`src/rtl/btb_pkg.sv`:
```
// Shared constants for the branch target buffer: geometry defaults and
// 2-bit direction counter encodings.
package btb_pkg;

   localparam int ENTRIES_DEF  = 16;
   localparam int IDX_BITS_DEF = 4;

   typedef enum logic [1:0] {
      STRONG_NT = 2'b00,
      WEAK_NT   = 2'b01,
      WEAK_T    = 2'b10,
      STRONG_T  = 2'b11
   } ctr_e;

   // A freshly allocated entry starts weakly taken: it was just seen taken.
   localparam logic [1:0] CTR_ALLOC = WEAK_T;

endpackage

```
`src/rtl/sat_counter2.sv`:
```
// Next-state logic of a 2-bit saturating up/down direction counter.
module sat_counter2
   import btb_pkg::*;
(
   input  logic [1:0] ctr_i,
   input  logic       inc_i,
   output logic [1:0] ctr_o
);

   always_comb begin
      ctr_o = ctr_i;
      if (inc_i) begin
         if (ctr_i != STRONG_T) ctr_o = ctr_i + 2'd1;
      end else begin
         if (ctr_i != STRONG_NT) ctr_o = ctr_i - 2'd1;
      end
   end

endmodule

```
`src/rtl/branch_target_buffer.sv`:
```
// Direct-mapped BTB: combinational IF lookup, combinational ID mispredict
// detection, and registered training from resolved beq/bne outcomes.
module branch_target_buffer
   import btb_pkg::*;
#(
   parameter int ENTRIES  = ENTRIES_DEF,
   parameter int IDX_BITS = $clog2(ENTRIES),
   parameter int TAG_BITS = 30 - IDX_BITS
) (
   input  logic        Clk,
   input  logic        Reset,
   input  logic [31:0] FetchPC,
   output logic        PredictTaken,
   output logic [31:0] PredictedTarget,
   input  logic        UpdateValid,
   input  logic [31:0] UpdatePC,
   input  logic        UpdateTaken,
   input  logic [31:0] UpdateTarget,
   input  logic        UpdatePredTaken,
   input  logic [31:0] UpdatePredTarget,
   output logic        Mispredict,
   output logic [31:0] CorrectPC,
   output logic [31:0] HitCount,
   output logic [31:0] MispredictCount
);

   // Flop arrays so the IF read is asynchronous; only valid bits are reset.
   logic [ENTRIES-1:0]  valid_q, valid_d;
   logic [TAG_BITS-1:0] tag_q    [ENTRIES];
   logic [31:0]         target_q [ENTRIES];
   logic [1:0]          ctr_q    [ENTRIES];
   logic [31:0]         hit_cnt_q, hit_cnt_d;
   logic [31:0]         misp_cnt_q, misp_cnt_d;

   logic [IDX_BITS-1:0] fetch_idx, upd_idx;
   logic [TAG_BITS-1:0] fetch_tag, upd_tag;
   logic                fetch_hit, upd_hit;
   logic [31:0]         fetch_seq, upd_seq;
   logic [31:0]         actual_pc, predicted_pc;
   logic [1:0]          ctr_trained, ctr_wr;
   logic                wr_en;
   logic                unused_pc_bits;

   // Instructions are word aligned, so PC[1:0] carry no information.
   assign unused_pc_bits = ^{FetchPC[1:0], UpdatePC[1:0]};

   // IF lookup
   assign fetch_idx       = FetchPC[IDX_BITS+1:2];
   assign fetch_tag       = FetchPC[31:IDX_BITS+2];
   assign fetch_hit       = valid_q[fetch_idx] & (tag_q[fetch_idx] == fetch_tag);
   assign fetch_seq       = FetchPC + 32'd4;
   assign PredictTaken    = fetch_hit & ctr_q[fetch_idx][1];
   assign PredictedTarget = PredictTaken ? target_q[fetch_idx] : fetch_seq;

   // ID resolution
   assign upd_seq      = UpdatePC + 32'd4;
   assign actual_pc    = UpdateTaken ? UpdateTarget : upd_seq;
   assign predicted_pc = UpdatePredTaken ? UpdatePredTarget : upd_seq;
   assign Mispredict   = UpdateValid & (actual_pc != predicted_pc);
   assign CorrectPC    = UpdateValid ? actual_pc : upd_seq;

   // Training: read the indexed entry again on the update path
   assign upd_idx = UpdatePC[IDX_BITS+1:2];
   assign upd_tag = UpdatePC[31:IDX_BITS+2];
   assign upd_hit = valid_q[upd_idx] & (tag_q[upd_idx] == upd_tag);

   sat_counter2 u_ctr (
      .ctr_i (ctr_q[upd_idx]),
      .inc_i (UpdateTaken),
      .ctr_o (ctr_trained)
   );

   // A not-taken miss never allocates, so the slot's current owner survives.
   assign wr_en  = UpdateValid & (upd_hit | UpdateTaken);
   assign ctr_wr = upd_hit ? ctr_trained : CTR_ALLOC;

   always_comb begin
      valid_d    = valid_q;
      hit_cnt_d  = hit_cnt_q;
      misp_cnt_d = misp_cnt_q;
      if (wr_en) valid_d[upd_idx] = 1'b1;
      if (fetch_hit) hit_cnt_d = hit_cnt_q + 32'd1;
      if (Mispredict) misp_cnt_d = misp_cnt_q + 32'd1;
   end

   always_ff @(posedge Clk) begin
      if (!Reset) begin
         valid_q    <= '0;
         hit_cnt_q  <= '0;
         misp_cnt_q <= '0;
      end else begin
         valid_q    <= valid_d;
         hit_cnt_q  <= hit_cnt_d;
         misp_cnt_q <= misp_cnt_d;
      end
   end

   // Payload arrays; a write coinciding with reset is dropped.
   always_ff @(posedge Clk) begin
      if (Reset && wr_en) begin
         ctr_q[upd_idx] <= ctr_wr;
         if (UpdateTaken) target_q[upd_idx] <= UpdateTarget;
         if (!upd_hit) tag_q[upd_idx] <= upd_tag;
      end
   end

   assign HitCount        = hit_cnt_q;
   assign MispredictCount = misp_cnt_q;

endmodule
```
`config.mk`:
```
export PLATFORM = sky130hd
export DESIGN_NAME = branch_target_buffer
export DESIGN_NICKNAME = d
export VERILOG_FILES = /design/src/rtl/btb_pkg.sv /design/src/rtl/sat_counter2.sv /design/src/rtl/branch_target_buffer.sv
export SDC_FILE = /design/constraint.sdc
export NUM_CORES = 2
export LEC_CHECK = 0
export ABC_AREA = 0
export CORE_MARGIN = 4
export CORE_UTILIZATION = 60
export DETAILED_ROUTE_END_ITERATION = 8
export PLACE_DENSITY = 0.8
export REMOVE_ABC_BUFFERS = 1
export SLEW_MARGIN = 20
export SYNTH_ARGS = -nofsm -noshare
export SYNTH_HDL_FRONTEND = slang
export SYNTH_SLANG_ARGS = --single-unit
```
`constraint.sdc`:
```
create_clock -name Clk -period 14.1 [get_ports Clk]
set_clock_uncertainty 0.05 [all_clocks]
set_input_delay 2.82 -clock Clk [delete_from_list [all_inputs] [get_ports Clk]]
set_output_delay 2.82 -clock Clk [all_outputs]
set_load 0.1 [all_outputs]
```
Word-level counts from Yosys, hierarchy flattened
Memories as Yosys holds them, arrays and structs flattened.
Cells that the tools add are included.
W data, S select, Z words.

cells by class
  $add $sub $neg = 6
  $lt $le $gt $ge = 3
  eq/ne operators = 4
  multiplexer cells = 22
  bitwise operators = 7
  reduce and logical (&&, ||, !) cells = 3

operators with widths
  operator                 number
  $mux W32                 4
  $add A32 B1 Y32 const B  2
  $add A32 B3 Y32 const B  2
  $eq A26 B26 Y1           2
  $ne A32 B32 Y1           1
  $or A16 B16 Y16          1
  $mux W1                  11
  $lt A4 B5 Y1 const B     2
  $bmux W1 S4              2
  $mux W2                  4
  $and A1 B1 Y1            5
  $demux W1 S4             1
  $ge A4 B1 Y1 const B     1
  $add A2 B1 Y2 const B    1
  $logic_and A1 B1 Y1      2
  $ne A2 B2 Y1 const B     1
  $reduce_bool A2 Y1       1
  $sub A2 B1 Y2 const B    1
  $or A1 B1 Y1             1

word-level totals
  flip-flop bits (word level) = 80
  memory bits (writable) = 960
  input port bits = 133
  output and inout bits = 130
  word-level logic and storage cells = 51
  memories = 3

memories
  name      depth  bits a word  read ports  clocked after memory_dff  write ports  line                        RTL
  target_q  16     32           1           0                         1            branch_target_buffer.sv:30  logic [31:0] target_q [ENTRIES];
  tag_q     16     26           2           0                         1            branch_target_buffer.sv:29  logic [TAG_BITS-1:0] tag_q [ENTRIES];
  ctr_q     16     2            2           0                         1            branch_target_buffer.sv:31  logic [1:0] ctr_q [ENTRIES];

Logic depth before layout (Yosys ltp)
  word-level depth = 8
  gate-level depth with buffers = 16
  gate-level depth less buffers = 10

Hierarchy
A second synthesis with hierarchy kept.

second synthesis, totals
  cells, all modules = 2694
  area total of the unflattened synthesis = 47667.0 um^2

modules (own cells, without submodules)
  module                times used  cells each  area an instance (um^2)  seq. area each (um^2)
  branch_target_buffer  1           2691        47640.7                  30429.2
  sat_counter2          1           3           26.3                     0.0

Worst setup path after synthesis
Ideal clock, no wire load.

  kind = input port to output port
  start point = in FetchPC[2]
  end point = out PredictedTarget[2]
  arrival time = 7359 ps
  required time = 11230 ps
  path slack = 3871 ps
  stages on the path = 15
  path buffers = 6
  cell sequence = buf_6 -> buf_6 -> buf_6 -> buf_2 -> mux4_2 -> mux2i_1 -> mux2i_1 -> xor2_1 -> nor4b_1 -> nand4_1 -> or3_1 -> buf_2 -> nor2_8 -> buf_6 -> mux2i_1

on the way
  cells in the longest elaborated chain, start to end = 5
  elaborated cells on any way between the ends = 10
  classes of those cells = add/sub (1); eq/ne (1); mux (3); bitwise (2); memory (3)

ends and longest elaborated chain
  what                                            line                        RTL
  from (decl)                                     branch_target_buffer.sv:12  input logic [31:0] FetchPC,
  $mem_v2 Z16 W26 or $bmux W1 S4 (tied branches)  -
  $eq A26 B26 Y1 or $mux W1 (tied branches)       branch_target_buffer.sv:50  assign fetch_hit = valid_q[fetch_idx] & (tag_q[fetch_idx] == fetch_tag);
  $and A1 B1 Y1                                   branch_target_buffer.sv:50
  $and A1 B1 Y1                                   branch_target_buffer.sv:52  assign PredictTaken = fetch_hit & ctr_q[fetch_idx][1];
  $mux W32 *                                      branch_target_buffer.sv:53  assign PredictedTarget = PredictTaken ? target_q[fetch_idx] : fetch_seq;
  to (decl)                                       branch_target_buffer.sv:14  output logic [31:0] PredictedTarget,

Mark *: on every way between the ends. The rest lies on a longest branch, timed or not. The select of a mux whose other input is x is not followed.

Worst setup path after layout
  start point = in FetchPC[2]
  end point = out PredictedTarget[1]

Same word-level chain as after synthesis.

==> reports/results.txt <==
Clock Latency Late Sink -> 0.71 ns
final WL -> 145 mm
Peak Freq -> 84.4 MHz
CTS root buf -> clkbuf_16
status -> complete, no violations
crit end category -> primary output
setup TNS -> 0 ns
Tightest Pin Transition -> 1.15 ns
power per cell area -> 124 nW/um2
GPL Wtd Cong -> 0.979
Post-DP Area -> 52600 um2
sw frac -> 24.1%
sequential share of power -> 48.9%
CP Launch Type -> primary input
initial antenna violation count -> 9
post-synthesis sequential area ratio -> 62.6%
crit-path leading delay family -> buffers and inverters
GRT Util Overall -> 33.8%
post-layout min period -> 11.84 ns
Slew Limit Headroom -> 23.3%
Syn-to-layout area delta -> 15.6%
top cell type's share of synthesized area -> 59.3%
Post-Syn Instances -> 2758
Commonest cells post-synth -> edfxtp_1, mux4_2, nand2_1
internal power -> 5.27 mW
number of distinct library cells after synthesis -> 78
Post-CTS Hold Buffers -> 0
Max-Cap Viols -> 0
Net Switching -> 1.67 mW
VDD IR-drop max -> 0.117 mV
synth top area cells -> edfxtp_1, mux4_2, dfxtp_1
cell area after synthesis -> 48600 um2
Die Ht -> 293 um
vias after detailed routing -> 30.2k
TritonCTS clock tree -> done
Leakage -> 17.8 nW
Final WS setup -> 2.26 ns
CP dominant cell by count -> mux2i_1
logic gate share of total power -> 10.2%
CP Max Fanout -> 75
clock slew at reported path FFs -> 0.06 ns
aggregate global routing overflow -> 0
residual DRC count -> 0
power consumption -> 6.94 mW
Row Count -> 104
Routed WL per cell -> 34.6 um
Required @ worst endpoint -> 11.23 ns
Place WS -> 2.39 ns
Worst Path Arrival -> 8.97 ns
Die Wd -> 293 um
leading area contributor after synthesis -> edfxtp_1
Top FF cell, synth -> edfxtp_1
PortBufs -> 262
drt first pass iters -> 6
vias in the first global route -> 30.2k
I/O pin count -> 263
Num CTS Buffers -> 103
post-DP HPWL -> 86.0 mm
starting density of the core -> 60.4%
Buf/Inv on CP -> 3
# setup viols final -> 0
Seq cells post-synth -> 1040
Yosys warnings -> 0
CP max stage cell -> clkdlybuf4s50_1
area of the die -> 85600 um2
Final Hold Fails -> 0
Resize count post-CTS -> 0
Critical Path Max Stage Delay -> 1.16 ns
core outline area -> 80400 um2
HP Class -> flip-flop to flip-flop
CP Class -> primary input to primary output
clk sinks -> 1040
RSZ-0062 raised after global routing -> no
clock power share -> 40.9%
share of cells above drive strength 1 -> 24.8%
worst hold slack -> 0.433 ns
setup bufs post-CTS -> 0
R2R setup slack -> 9.58 ns
nets@finish -> 3170
crit-path cells -> buf_8 -> buf_4 -> mux4_2 -> mux2i_1 -> mux2i_1 -> xor2_1 -> nor4b_1 -> nand4_1 -> or3_1 -> nor2_8 -> mux2_2 -> clkdlybuf4s50_1
post-route cell area -> 56100 um2
largest net degree at the start of global routing -> 102
CTS Buffer Depth -> 3
asr flop ratio synth -> 0%
Max Slew Vio Count -> 0
count leader, synth -> edfxtp_1
Iteration-0 DRC Markers -> 4521
syn_area_per_cell -> 17.6 um2
vias per cell -> 7.22
Post-synth EDFFs -> 960
Final Cycle Share -> 84.0%
Detail Route Antenna Nets -> 0
first-pass GRT wire length -> 209 mm
H-tree depth -> 3
## layout make-up
type / count / area, um2
multi-input cells: 1498 / 17400
diodes: 10 / 25.0
fillers: 4920 / 24300
clock buffers: 121 / 2660
flip-flops and latches: 1040 / 30400
repair buffers: 351 / 3330
inverters: 36 / 135
clock inverters: 67 / 837
well taps: 1060 / 1330
## power by group through the flow
stage | sequential (mW) | clock [mW] | combinational (mW)
after CTS | 3.39 | 2.86 | 0.695
after detailed placement | 3.46 | 0 | 0.687
final | 3.39 | 2.84 | 0.706
after global routing | 3.39 | 3.00 | 0.730
after global placement | 3.46 | 0 | 0.677
after floorplan | 3.46 | 0 | 0.362
## sequential cells by signal, indices dropped and copies added, names as in the netlist
signal           cells
MispredictCount     32
target_q           512
ctr_q               32
valid_q             16
tag_q              416
HitCount            32
## kinds of logic (layout without fill, tap and decap cells)
kind of cell    after synthesis  in the layout  share of synthesized area [%]
simple gates                545            545                           5.86
flops                      1040           1040                           62.6
compound gates              217            217                           3.21
buf+inv                     220            575                           2.03
fa+ha+maj                     7              7                          0.180
mux                         555            555                           22.5
xor+xnor                    174            174                           3.57
other cells                   0             10                              0
## worst register-to-register path: stages, from the launching register on
cell and delay [ns]:
edfxtp_1 0.43, mux4_2 0.51, mux4_2 0.51, xnor2_1 0.35
nand4_1 0.24, nor4_1 0.46, nand4_1 0.42, and4_1 0.43
nand2_1 0.32, nor3_2 0.06, buf_4 0.37
## placed cells by master (no fill, tap or decap), types with 8 or more instances in the layout
cell	synthesis	final
dfxtp_1	80	80
clkinv_2	0	15
a2111oi_0	8	8
diode_2	0	10
clkbuf_16	0	103
and4_1	16	16
nand4_1	46	46
xor2_1	68	68
nor4_1	31	31
o211ai_1	16	16
edfxtp_1	960	960
nand2_1	130	129
xnor3_1	12	12
mux2i_1	90	90
or4_1	9	9
o21ai_0	22	22
bufinv_16	0	14
nand3_1	49	49
clkinv_1	1	20
clkdlybuf4s50_1	0	252
nor2_4	0	27
and2_1	11	11
a31oi_1	12	12
inv_1	35	35
clkbuf_1	94	17
o31ai_1	22	22
a21oi_1	61	59
nor2_1	104	77
xnor2_1	91	91
and3_1	19	19
nand2b_1	73	73
buf_4	8	89
nor3_1	24	20
mux4_2	426	426
o311ai_0	8	8
mux2_2	39	39
o41ai_1	10	10
## layer usage
| metal | global-route usage (%) | routed length, um | vias up |
|---|---|---|---|
| li1 | - | - | 11883 |
| met1 | 46.2 | 51000 | 15453 |
| met2 | 52.6 | 68400 | 2447 |
| met3 | 9.24 | 18800 | 396 |
| met4 | 14.0 | 6530 | 2 |
| met5 | 0 | 13 | - |
## final timing paths
path,start,cells past startpoint,to
worst max-delay path,FetchPC[2],12,PredictedTarget[1]
worst min-delay path,MispredictCount[21],2,MispredictCount[21]
worst max register to register,tag_q[3][4],10,tag_q[1][15]
worst min register to register,MispredictCount[21],2,MispredictCount[21]
## metrics by stage
stage / util [%] / cells
2_1_floorplan: - / 2574
3_3_place_gp: 65.4 / 3984
3_5_place_dp: 65.4 / 3984
4_1_cts: 69.7 / 4172
5_1_grt: 69.8 / 4177
6_report: 69.8 / 4183
No activity file was read; power rests on OpenSTA's default activity.
==> RTL edit 1 (config.mk and constraints unchanged) <==
`ENTRIES_DEF`: 16 -> 8.
--- a/src/rtl/btb_pkg.sv
+++ b/src/rtl/btb_pkg.sv
@@ -4,3 +4,3 @@
 
-   localparam int ENTRIES_DEF  = 16;
+   localparam int ENTRIES_DEF  = 8;
    localparam int IDX_BITS_DEF = 4;
Check against the original RTL: not equivalent (Yosys sat finds a counterexample within 4 cycles, from zero or initial values and one cycle with Reset low).
==> RTL edit 1 against the unedited design <==
- non-clock buffer count decreased by 41
- sequential cell count decreased by 480
- power decreased by 45%
- cell count decreased by 29%
- synthesized cell count decreased by 25%
- synthesized area decreased by 42%
- final area decreased by 41%
- routed wire length decreased by 38%
- global-route usage increased by 0.82 points
- worst setup slack got worse by 190 ps
- largest power group unchanged
==> RTL edit 1: results (changes against the unedited design) <==
| Metric | Value |
|---|---|
| Outcome | `finished clean` |
| Distinct cells, synth | `83 (+6.4%)` |
| H-tree depth | `2 (-1)` |
| Vias | `20,600 (-32%)` |
| Biggest regs | `target_q: 256 flops, tag_q: 216 flops` |
| Layout cell share with drive strength beyond 1 | `0.144 (-0.104)` |
| Antenna violations before repair | `3 (-6)` |
| Multi-input combinational area share | `0.345 (+0.0355)` |
| Logic inverters | `21 (-42%)` |
| Sequential share of cell area | `0.484 (-0.0577)` |
| Mux cell area share after synthesis | `0.150 (-0.0746)` |
| Via count of the first global-routing pass | `20,100 (-33%)` |
| Routability cong. | `0.950 (-3.0%)` |
| Seq/Total Area, Yosys | `0.572 (-0.0547)` |
| Worst vdd ir | `0.123 mV (+5.0%)` |
| # diodes | `3 (-7)` |
| EDFF count, synth | `488 (-49%)` |
| CLK BUF | `67 (-45%)` |
| Critical path fanouts, max | `50 (-33%)` |
| Drt first pass iters | `7 (+1)` |
| Final net count | `2,441 (-23%)` |
| Total setup buffers inserted after CTS | `0 (unchanged)` |
| Multi-Input Combinational | `1,355 (-9.5%)` |
| ClkCell Share | `0.0553 (-0.00693)` |
| Worst EP arrival | `9160 ps (+190 ps)` |
| Leakage | `10.7 nW (-40%)` |
| Clk sinks | `560 (-46%)` |
| Post-Synth XOR/XNOR Area | `0.0661 (+0.0304)` |
| Fill cells | `3,061 (-38%)` |
| GRT Overall Usage | `0.346 (+0.00821)` |
| WL/cell | `30.1 um (-13%)` |
| First-pass GRT wire length | `130,000 um (-38%)` |
| Dpl hpwl | `59,500 um (-31%)` |
| Nonclk buf count | `310 (-12%)` |
| Clk_lat worst skew | `620 ps (-90 ps)` |
| Top cells by count, synth | `488 x edfxtp_1, 139 x nor2_1, 134 x mux4_2, 134 x xnor2_1, 130 x nand2_1` |
| Initial DRC count | `2,958 (-35%)` |
| Post-synthesis compound-gate area fraction | `0.0742 (+0.0422)` |
| Largest cells by area after synthesis | `edfxtp_1 52%, mux4_2 11%, dfxtp_1 5.1%` |
RTL edit 1: changes by cell type in the layout (fill, tap and decap cells not counted), moves of 33 or more:
cell,change
a22oi_1,+33
buf_4,-40
clkbuf_16,-46
edfxtp_1,-472
mux4_2,-292
nand2b_1,-41
nor2_1,+46
xnor2_1,+43
RTL edit 1: final timing paths:
check	end	slack (ps)	depth (start not counted)	from
worst max-delay path	Mispredict	2070	12	UpdatePC[5]
worst min-delay path	valid_q[6]	430	2	valid_q[6]
worst max register to register	tag_q[3][26]	9530	11	tag_q[3][5]
worst min register to register	valid_q[6]	430	2	valid_q[6]
RTL edit 1: stage by stage:
step	hold slack (ps)	setup WS, ps	cells	total power [mW]	cell area, um^2
6_report	432	2070	2959	3.85	33200
5_1_grt	461	1950	2959	3.95	33200
4_1_cts	427	2300	2956	3.85	33200
3_5_place_dp	419	2300	2853	2.37	31400
2_1_floorplan	383	3170	1936	2.14	27500
3_3_place_gp	403	2300	2853	2.36	31400
RTL edit 1: power breakdown:
part	leakage [nW]	total [mW]	internal [mW]	switching, mW
Sequential	4.98	1.83	1.82	0.00733
Combinational	4.88	0.519	0.178	0.342
Clock	0.887	1.50	0.869	0.632
Total	10.7	3.85	2.86	0.981
RTL edit 1: routing by layer:
layer	global-route usage	wire [um]	vias to the layer above
met3	0.0749	10500	275
met4	0.173	4800	0
met1	0.468	31900	10200
met5	0	0	-
met2	0.541	41800	1539
li1	-	-	8582
RTL edit 1: logic make-up after synthesis:
group | after synthesis
adder cells (fa/ha/maj) | 5
XOR/XNOR | 200
buffers and inverters | 159
AO/OA/AOI/OAI | 304
flip-flops | 560
AND/OR/NAND/NOR | 593
multiplexers | 253
==> RTL edit 2 (same flow settings) <==
Made on the original files. Put a register stage on the outputs `PredictedTarget` and `CorrectPC`, without a reset. The values now appear one clock later. The other outputs are not delayed to match.
--- a/src/rtl/branch_target_buffer.sv
+++ b/src/rtl/branch_target_buffer.sv
@@ -52,3 +52,2 @@
    assign PredictTaken    = fetch_hit & ctr_q[fetch_idx][1];
-   assign PredictedTarget = PredictTaken ? target_q[fetch_idx] : fetch_seq;
 
@@ -59,3 +58,6 @@
    assign Mispredict   = UpdateValid & (actual_pc != predicted_pc);
-   assign CorrectPC    = UpdateValid ? actual_pc : upd_seq;
+   always_ff @(posedge Clk) begin
+      PredictedTarget <= PredictTaken ? target_q[fetch_idx] : fetch_seq;
+      CorrectPC       <= UpdateValid ? actual_pc : upd_seq;
+   end
 
Formal check against the unedited RTL: not equivalent (a bounded check fails within 4 cycles, from zero or initial values and one cycle with Reset low).
==> RTL edit 2 against the unedited design <==
- final area rose by 1.2%
- utilization rose by 0.58 points
- synthesized area rose by 0.72%
- routed wire length fell by 3.7%
- sequential cell count rose by 64
- sequential power rose by 5.9%
- non-clock buffer count fell by 6
- power rose by 5.0%
- clock power rose by 6%
- first-iteration DRC count fell by 6.1%
- global-route usage fell by 1.2 points
- worst setup slack got worse by 140 ps
- critical path type unchanged
- largest cell class unchanged
==> RTL edit 2: results (changes against the unedited design) <==
| Metric | Value |
|---|---|
| Initial DRC count | `4,244 (-6.1%)` |
| Dpl hpwl | `83,200 um (-3.2%)` |
| WL met1 | `48,900 um (-4.0%)` |
| Critical Path Start | `UpdatePC[2]` |
| Place WS | `2210 ps (-181 ps)` |
| Worst vdd ir | `0.116 mV (-0.68%)` |
| Final net count | `3,163 (-0.22%)` |
| Routability cong. | `0.938 (-4.2%)` |
| Critical path endpoint | `Mispredict` |
| Reg2reg start | `tag_q[15][10]` |
| Vias | `29,100 (-3.4%)` |
| GRT Overall Usage | `0.326 (-0.0120)` |
| Crit-path leading delay family | `buffers and inverters` |
| Instance area at placement | `0.0530 mm^2 (+0.83%)` |
| Leakage | `18.3 nW (+2.5%)` |
| Largest stage delay on the critical path | `1000 ps (-160 ps)` |
| Routing usage on met1 | `0.446 (-0.0159)` |
| Critical path fanouts, max | `56 (-25%)` |
| Outcome | `finished clean` |
| Seq/Total Area, Yosys | `0.648 (+0.0217)` |
| Layout cell share with drive strength beyond 1 | `0.247 (-0.00152)` |
| Hold path cells | `1 (-1)` |
| Clk_lat worst skew | `680 ps (-30 ps)` |
| R2r setup slk | `8610 ps (-970 ps)` |
| Total setup buffers inserted after CTS | `0 (unchanged)` |
| M3 GR Usage | `0.0831 (-0.00928)` |
| CTS max path bufs | `3 (unchanged)` |
| Top cells by count, synth | `960 x edfxtp_1, 430 x mux4_2, 144 x dfxtp_1, 131 x nor2_1, 130 x nand2_1` |
| Met2 usage | `0.513 (-0.0123)` |
| TritonCTS Buffers | `107 (+3.9%)` |
| Slew margin rel. | `0.228 (-0.00467)` |
| Warnings from Yosys | `0 (unchanged)` |
| Distinct cells, synth | `79 (+1.3%)` |
| WL met3 | `17,900 um (-4.9%)` |
| Post-synth top flop | `edfxtp_1` |
| Max Clk Rate | `83.4 MHz (-1.2%)` |
| Fill cells | `4,894 (-0.53%)` |
| Hold endpoint | `valid_q[10]` |
| Drt first pass iters | `6 (unchanged)` |
| Critical R2R Capture | `tag_q[1][19]` |
| Antenna violations before repair | `15 (+6)` |
| Min-delay src | `valid_q[10]` |
| First-pass GRT wire length | `203,000 um (-3.2%)` |
| Final wirelength | `139,000 um (-3.7%)` |
| Largest net degree at the start of global routing | `83 (-19%)` |
| WL met2 | `66,500 um (-2.7%)` |
| Largest cells by area after synthesis | `edfxtp_1 59%, mux4_2 20%, dfxtp_1 5.9%` |
| Worst EP arrival | `9110 ps (+140 ps)` |
[RTL edit 2: changes by cell type in the layout (fill, tap and decap cells not counted), moves of 11 or more]
cell | before | now
dfxtp_1 | 80 | 144
xor2_1 | 68 | 90
nor4_1 | 31 | 17
nor2_1 | 77 | 105
nand2b_1 | 73 | 28
inv_1 | 35 | 17
clkinv_1 | 20 | 8
mux2i_1 | 90 | 61
o21ai_0 | 22 | 53
nand4_1 | 46 | 35
o31ai_1 | 22 | 8
mux2_2 | 39 | 14
a21o_1 | 0 | 15
[RTL edit 2: report_power, final]
part	switching [mW]	leakage (nW)	internal, mW
Clock	1.26	1.85	1.76
Sequential	0.0153	9.86	3.58
Combinational	0.419	6.57	0.251
Total	1.70	18.3	5.59
[RTL edit 2: final cells by class]
cell class | count | share of cell area
flip-flops and latches | 1104 | 0.558
multi-input cells | 1448 | 0.294
repair buffers | 345 | 0.0572
clock buffers | 140 | 0.0530
well taps | 1060 | 0.0234
clock inverters | 62 | 0.0131
inverters | 17 | 0.00112
diodes | 8 | 0.000353
[RTL edit 2: cells by family (layout without fill, tap and decap cells)]
kind of cell	count (synthesis)	count (layout)	share of synthesized area
DFF	1104	1104	0.648
and+or+nand+nor	528	528	0.0550
muxes	505	505	0.214
AOI/OAI and AO/OA	210	210	0.0285
xor gates and xnor gates	198	198	0.0373
buffers and inverters	186	564	0.0156
adders and majority gates	7	7	0.00179
other	0	8	0
[RTL edit 2: metrics by stage]
step | cells | util | hold WS (ps) | power, mW
after global placement | 3974 | 0.657 | 399 | 4.31
after detailed placement | 3974 | 0.657 | 413 | 4.32
after global routing | 4181 | 0.704 | 439 | 7.50
final | 4184 | 0.704 | 431 | 7.28
after CTS | 4176 | 0.704 | 428 | 7.30
after floorplan | 2569 | - | 388 | 4.01
